$ cat src/rtl/aes_round_sequencer.sv
// -----------------------------------------------------------------------------
// aes_round_sequencer
//
// Iterative control and state-holding block for the AES core family. A load
// applies the initial AddRoundKey, then NUM_ROUNDS iterations are run through
// an external combinational round datapath. The result is presented with a
// one-cycle valid strobe.
//
// Optional feature macro: AES_SEQ_ABORT_EN (adds abort_i; abort returns to IDLE
// without issuing a result).
//
// Ports:
//   clk          rising-edge clock
//   rst_ni       asynchronous active-low reset
//   load_i       start request, accepted only when ready_o=1
//   abort_i      (AES_SEQ_ABORT_EN only) cancel the running block
//   data_i       input block, sampled on accepted load
//   key_i        cipher key, sampled on accepted load
//   ready_o      block can accept load_i (IDLE)
//   busy_o       round iteration in progress (ROUND)
//   valid_o      one-cycle strobe: data_o holds a new result
//   data_o       result block, held until the next result
//   rnd_state_o  current state to round datapath
//   rnd_key_o    current round key to round datapath
//   rnd_rcon_o   round constant for the current round
//   rnd_first_o  current round is round 1
//   rnd_final_o  current round is round NUM_ROUNDS
//   rnd_state_i  next state from round datapath
//   rnd_key_i    next round key from key expansion
// -----------------------------------------------------------------------------
module aes_round_sequencer #(
  parameter int unsigned DATA_W     = 128,
  parameter int unsigned KEY_W      = 128,
  parameter int unsigned NUM_ROUNDS = 10,
  parameter logic [7:0]  RCON_INIT  = 8'h01
) (
  input  logic              clk,
  input  logic              rst_ni,
  input  logic              load_i,
`ifdef AES_SEQ_ABORT_EN
  input  logic              abort_i,
`endif
  input  logic [DATA_W-1:0] data_i,
  input  logic [KEY_W-1:0]  key_i,
  output logic              ready_o,
  output logic              busy_o,
  output logic              valid_o,
  output logic [DATA_W-1:0] data_o,
  output logic [DATA_W-1:0] rnd_state_o,
  output logic [KEY_W-1:0]  rnd_key_o,
  output logic [7:0]        rnd_rcon_o,
  output logic              rnd_first_o,
  output logic              rnd_final_o,
  input  logic [DATA_W-1:0] rnd_state_i,
  input  logic [KEY_W-1:0]  rnd_key_i
);

  localparam int unsigned CTR_W = $clog2(NUM_ROUNDS + 1);
  localparam logic [CTR_W-1:0] CTR_ZERO = {CTR_W{1'b0}};
  localparam logic [CTR_W-1:0] CTR_ONE  = CTR_W'(1);
  localparam logic [CTR_W-1:0] CTR_LAST = CTR_W'(NUM_ROUNDS);

  typedef enum logic [0:0] {
    S_IDLE  = 1'b0,
    S_ROUND = 1'b1
  } fsm_e;

  // Multiply by x in GF(2^8) with the AES reduction polynomial.
  function automatic logic [7:0] xtime(input logic [7:0] x);
    xtime = {x[6:0], 1'b0} ^ (x[7] ? 8'h1B : 8'h00);
  endfunction

  fsm_e              r_fsm;
  fsm_e              w_fsm_nxt;
  logic [DATA_W-1:0] r_state;
  logic [KEY_W-1:0]  r_key;
  logic [CTR_W-1:0]  r_ctr;
  logic [7:0]        r_rcon;
  logic [DATA_W-1:0] r_data;
  logic              r_valid;

  logic              w_abort_req;
  logic              w_load_acc;
  logic              w_step;
  logic              w_done;
  logic              w_abort;
  logic              w_last;

`ifdef AES_SEQ_ABORT_EN
  assign w_abort_req = abort_i;
`else
  assign w_abort_req = 1'b0;
`endif

  assign w_last = (r_ctr == CTR_LAST);

  // FSM state register.
  always_ff @(posedge clk or negedge rst_ni) begin
    if (!rst_ni) begin
      r_fsm <= S_IDLE;
    end else begin
      r_fsm <= w_fsm_nxt;
    end
  end

  // Next-state decode; abort outranks final-round completion.
  always_comb begin
    w_fsm_nxt  = r_fsm;
    w_load_acc = 1'b0;
    w_step     = 1'b0;
    w_done     = 1'b0;
    w_abort    = 1'b0;
    case (r_fsm)
      S_IDLE: begin
        if (load_i) begin
          w_load_acc = 1'b1;
          w_fsm_nxt  = S_ROUND;
        end else begin
          w_fsm_nxt  = S_IDLE;
        end
      end
      S_ROUND: begin
        if (w_abort_req) begin
          w_abort   = 1'b1;
          w_fsm_nxt = S_IDLE;
        end else if (w_last) begin
          w_done    = 1'b1;
          w_fsm_nxt = S_IDLE;
        end else begin
          w_step    = 1'b1;
          w_fsm_nxt = S_ROUND;
        end
      end
      default: begin
        w_fsm_nxt = S_IDLE;
      end
    endcase
  end

  // State, round key, counter and round constant; state/key hold on completion.
  always_ff @(posedge clk or negedge rst_ni) begin
    if (!rst_ni) begin
      r_state <= {DATA_W{1'b0}};
      r_key   <= {KEY_W{1'b0}};
      r_ctr   <= CTR_ZERO;
      r_rcon  <= RCON_INIT;
    end else if (w_load_acc) begin
      r_state <= data_i ^ key_i[KEY_W-1 -: DATA_W];
      r_key   <= key_i;
      r_ctr   <= CTR_ONE;
      r_rcon  <= RCON_INIT;
    end else if (w_step) begin
      r_state <= rnd_state_i;
      r_key   <= rnd_key_i;
      r_ctr   <= r_ctr + CTR_ONE;
      r_rcon  <= xtime(r_rcon);
    end else if (w_abort) begin
      r_ctr   <= CTR_ZERO;
      r_rcon  <= RCON_INIT;
    end else if (w_done) begin
      r_ctr   <= CTR_ZERO;
    end
  end

  // Result register and its one-cycle valid strobe.
  always_ff @(posedge clk or negedge rst_ni) begin
    if (!rst_ni) begin
      r_data  <= {DATA_W{1'b0}};
      r_valid <= 1'b0;
    end else begin
      r_valid <= w_done;
      if (w_done) begin
        r_data <= rnd_state_i;
      end
    end
  end

  assign ready_o     = (r_fsm == S_IDLE);
  assign busy_o      = (r_fsm == S_ROUND);
  assign valid_o     = r_valid;
  assign data_o      = r_data;
  assign rnd_state_o = r_state;
  assign rnd_key_o   = r_key;
  assign rnd_rcon_o  = r_rcon;
  assign rnd_first_o = (r_fsm == S_ROUND) && (r_ctr == CTR_ONE);
  assign rnd_final_o = (r_fsm == S_ROUND) && w_last;

endmodule
$ cat config.mk
export PLATFORM = sky130hd
export DESIGN_NAME = aes_round_sequencer
export DESIGN_NICKNAME = d
export VERILOG_FILES = /design/src/rtl/aes_round_sequencer.sv
export SDC_FILE = /design/constraint.sdc
export NUM_CORES = 1
export LEC_CHECK = 0
export ABC_AREA = 0
export BUFFER_PORTS_ARGS = -buffer_cell sky130_fd_sc_hd__buf_2
export CORE_AREA = 2 2 358 360
export DETAILED_ROUTE_END_ITERATION = 7
export DIE_AREA = 0 0 360 362
export PLACE_DENSITY = 0.32
export REMOVE_ABC_BUFFERS = 1
export SETUP_SLACK_MARGIN = 0.5
export SYNTH_ARGS = -nofsm -noshare
export SYNTH_HDL_FRONTEND = slang
export SYNTH_SLANG_ARGS = --single-unit
$ cat constraint.sdc
create_clock -name clk -period 1.6 [get_ports clk]
set_input_delay 0.08 -clock clk [delete_from_list [all_inputs] [get_ports clk]]
set_output_delay 0.08 -clock clk [all_outputs]
set_load 0.03 [all_outputs]
==> impl_metrics.yaml <==
status:
  violations: "negative hold slack, negative setup slack"
  status: "finished, violations left"
pwr:
  total_power_w: 0.06256
  pwr-share-seq_pct: 27.7
  p_int_w: 0.03402
  power.density_nw_per_um2: 1807
  ir_worst_vdd_v: 0.0007698
  switching_share_pct: 45.61
  p_leak_nw: 16.94
  pwr-share-comb_pct: 53.2
  switching_power_w: 0.02854
  p_clk_share_pct: 19.1
job:
  cap_violations: 0
sta:
  hold_violations: 3
  setup_ws_ns: -0.3736
  relSlewSlack_pct: 68.55
  whs_ns: -0.005885
  rsz0062_at_grt: "yes"
  fin_crit_ns: 1.974
  finalSetupViolCount: 379
  skew_ns: 0.01483
  slew_violations: 0
  finalSetupTns_ns: -67.25
  fmax_ghz: 0.5067
  worst-slew-pin-transition_ns: 0.4684
  fin_crit_sh_pct: 123.3
yosys:
  synth-xor-area-share_pct: 6.361
  ys_ff_latch: 398
  synth_compound_area_share_pct: 14.04
  synth-async-reset-ratio_pct: 100.0
  synth-simple-area-share_pct: 13.63
  yosys_warnings: 0
  avgSynthCellArea_sq_um: 10.05
  synth_area_sq_um: 18170
  synthMuxAreaShare_pct: 7.050
  synth_top_family_by_area: "compound AO/OA/AOI/OAI gates"
  synthCells: 1808
  synthAdderAreaFrac_pct: 0.2065
  yosysSeqAreaShare_pct: 54.81
  synth_edf_count: 0
  yosys_most_used_dff: "dfrtp_1"
  synth_cell_types: 37
clock_tree:
  cts_root_buf: "clkbuf_16"
  tritoncts: "built"
  cts_sinks: 398
  clkLatencyLatePin_ns: 0.61
  postCtsHoldBufs: 512
  clk_pin_slew_ns: 0.06
  numCtsBuffers: 52
  clockBufferDepth: 3
  cts_htree_levels: 2
place:
  place_ws_ns: -0.3220
  place_congestion: 0.7969
  place_hpwl_microns: 71190
  placed_cells: 4408
  io_buffers: 911
grt:
  grt_pass1_wl_microns: 148600
  grt_overflow: 0
  grt_max_degree: 58
  antenna_found_initial: 4
  grt_usage_pct: 15.26
  grt_pass1_vias: 21690
worst_setup_path:
  start_kind: "register"
  rr_startpoint: "r_ctr[0]"
  max_stage_delay_ns: 0.38
  crit_path_end: "rnd_state_o[91]"
  worstSetupPathType: "reg -> reg"
  crit_path_end_kind: "register"
  path_cells: "inv_2 -> ha_4 -> buf_6 -> and3b_2 -> nor2_4 -> buf_12 -> buf_16 -> buf_12 -> buf_16 -> a221o_1"
  ff2ff_path_depth: 10
  crit_fanout: 6
  crit_slowest_cell: "dfrtp_1"
  crit_arrival_ns: 2.46
  critPathRequiredTime_ns: 2.08
  worstReg2RegEnd: "rnd_state_o[91]"
  crit_buf_inv: 6
  crit_start: "r_ctr[0]"
  critPathTopFamily: "buffers and inverters"
  path_depth: 10
  r2r_slack_ns: -0.37
die:
  core_sq_um: 126700
  die_area_sq_um: 130300
  pin_count: 912
  start_util_pct: 14.34
  die_w_microns: 360
  rows: 131
  fp.dieH_microns: 362
cells_and_area:
  antenna_cells: 0
  final_cells: 5089
  post-route-util_pct: 27.33
  area_growth_pct: 90.53
  drive_above_1_share_pct: 37.09
  nets: 3907
drt:
  drt-pass1-iter-count: 5
  drt-vias-per-instance: 3.973
  vias: 20220
  remaining_drc_errors: 0
  ant_nets: 0
  drt-initial-drc-count: 1026
  post_drt_wl_per_cell_microns: 20.41
  wl_microns: 103900
min_path:
  hold_class: "in -> async"
==> worst min path at each step <==
stage / start / to / slack, ns / cells past startpoint
floorplan: rst_ni / busy_o / -0.22 / 0
global placement: rst_ni / data_o[2] / 0.04 / 1
detailed placement: rst_ni / data_o[123] / 0.04 / 1
CTS: rst_ni / data_o[123] / -0.04 / 2
global route: rst_ni / data_o[123] / -0.03 / 2
finish: rst_ni / data_o[123] / -0.006 / 2
==> registers in the layout (all words and copies together) (netlist names) <==
name,count
data_o,128
rnd_key_o,128
rnd_state_o,128
rnd_rcon_o,8
r_ctr,4
busy_o,1
valid_o,1
==> stage by stage <==
step / hold slack [ns] / instance area (sq um)
3_3_place_gp: 0.04154 / 25940
4_1_cts: -0.04478 / 34270
2_1_floorplan: -0.2156 / 17480
3_5_place_dp: 0.03903 / 25940
5_1_grt: -0.02598 / 34630
6_report: -0.005885 / 34630
==> cells in the mapped netlist (2+ instances only) <==
| master | n | area (sq um) |
|---|---|---|
| o21ai_1 | 15 | 75.07 |
| o21ai_0 | 242 | 1211 |
| buf_4 | 4 | 30.03 |
| mux2i_1 | 128 | 1281 |
| nor3_1 | 2 | 10.01 |
| buf_2 | 42 | 210.2 |
| nand3_1 | 103 | 515.5 |
| buf_6 | 13 | 146.4 |
| dfrtp_1 | 397 | 9935 |
| a221o_1 | 100 | 1001 |
| nor2_2 | 2 | 12.51 |
| nor2_1 | 100 | 375.4 |
| xnor2_1 | 100 | 875.8 |
| a22oi_1 | 28 | 210.2 |
| nand2_1 | 394 | 1479 |
| clkbuf_1 | 75 | 281.5 |
| inv_1 | 3 | 11.26 |
| clkinv_1 | 2 | 7.510 |
| ha_1 | 3 | 37.54 |
| xor2_1 | 32 | 280.3 |
| buf_1 | 6 | 22.52 |
| nor2b_1 | 2 | 12.51 |
==> layer usage <==
layer | share of wire (%) | up-vias | GRT usage (%) | wire (microns)
met5 | 0.015 | - | 0 | 16
met4 | 2.5 | 2 | 4.062 | 2577
met3 | 5.7 | 149 | 3.651 | 5939
met2 | 51 | 732 | 27.86 | 53400
met1 | 40 | 9906 | 17.70 | 41930
li1 | - | 9431 | - | -
==> power by group through the flow <==
stage	registers, W	clock network [W]	logic, W
global placement	0.0174	0	0.0283
CTS	0.0173	0.0124	0.0333
global route	0.0179	0.0128	0.0355
detailed placement	0.0174	0	0.0283
floorplan	0.0258	0	0.00675
finish	0.0173	0.0119	0.0333
==> worst register-to-register path, stage by stage, from the launching register on <==
cell and delay (ns):
dfrtp_1 0.38, inv_2 0.07, ha_4 0.14, buf_6 0.09, and3b_2 0.22, nor2_4 0.04, buf_12 0.15, buf_16 0.16
buf_12 0.15, buf_16 0.13, a221o_1 0.30
==> cell families after synthesis <==
logic type / count (synthesis)
fa+ha+maj: 3
mux: 128
simple gates: 610
xor+xnor: 132
buf+inv: 145
compound gates: 392
flops: 398
==> cell type report <==
class	count	area [sq um]
inverters	5	36.28
clock inverters	14	131.4
flip-flops and latches	398	9962
well taps	1662	2079
clock buffers	78	1570
repair buffers	1667	13200
fillers	13490	92070
multi-input cells	1265	7651
==> layout by cell type (no fill, tap or decap), drive strengths merged, types with 2 or more instances in the layout <==
| cell type | synthesis | layout |
|---|---|---|
| clkbuf | 75 | 82 |
| inv | 3 | 5 |
| buf | 65 | 1141 |
| mux2i | 128 | 128 |
| a22oi | 28 | 28 |
| bufinv | 0 | 2 |
| a221o | 100 | 100 |
| nand2 | 394 | 394 |
| dfrtp | 397 | 397 |
| nand3 | 103 | 103 |
| nor2b | 2 | 2 |
| nor3 | 2 | 2 |
| xnor2 | 100 | 100 |
| nand4b | 2 | 2 |
| clkinv | 2 | 12 |
| nor2 | 102 | 102 |
| dlygate4sd3 | 0 | 512 |
| bufbuf | 0 | 10 |
| ha | 3 | 3 |
| xor2 | 32 | 32 |
| o21ai | 258 | 258 |
==> repair_timing <==
action                                  in CTS  in global routing
resized for setup                          114                122
endpoints found under the hold margin      784                 13
endpoints found under the setup margin     795                795
pin swaps                                    4                  8
setup buffers                               33                 10
cloned                                      30                  4
Power figures use the tool's default switching activity.
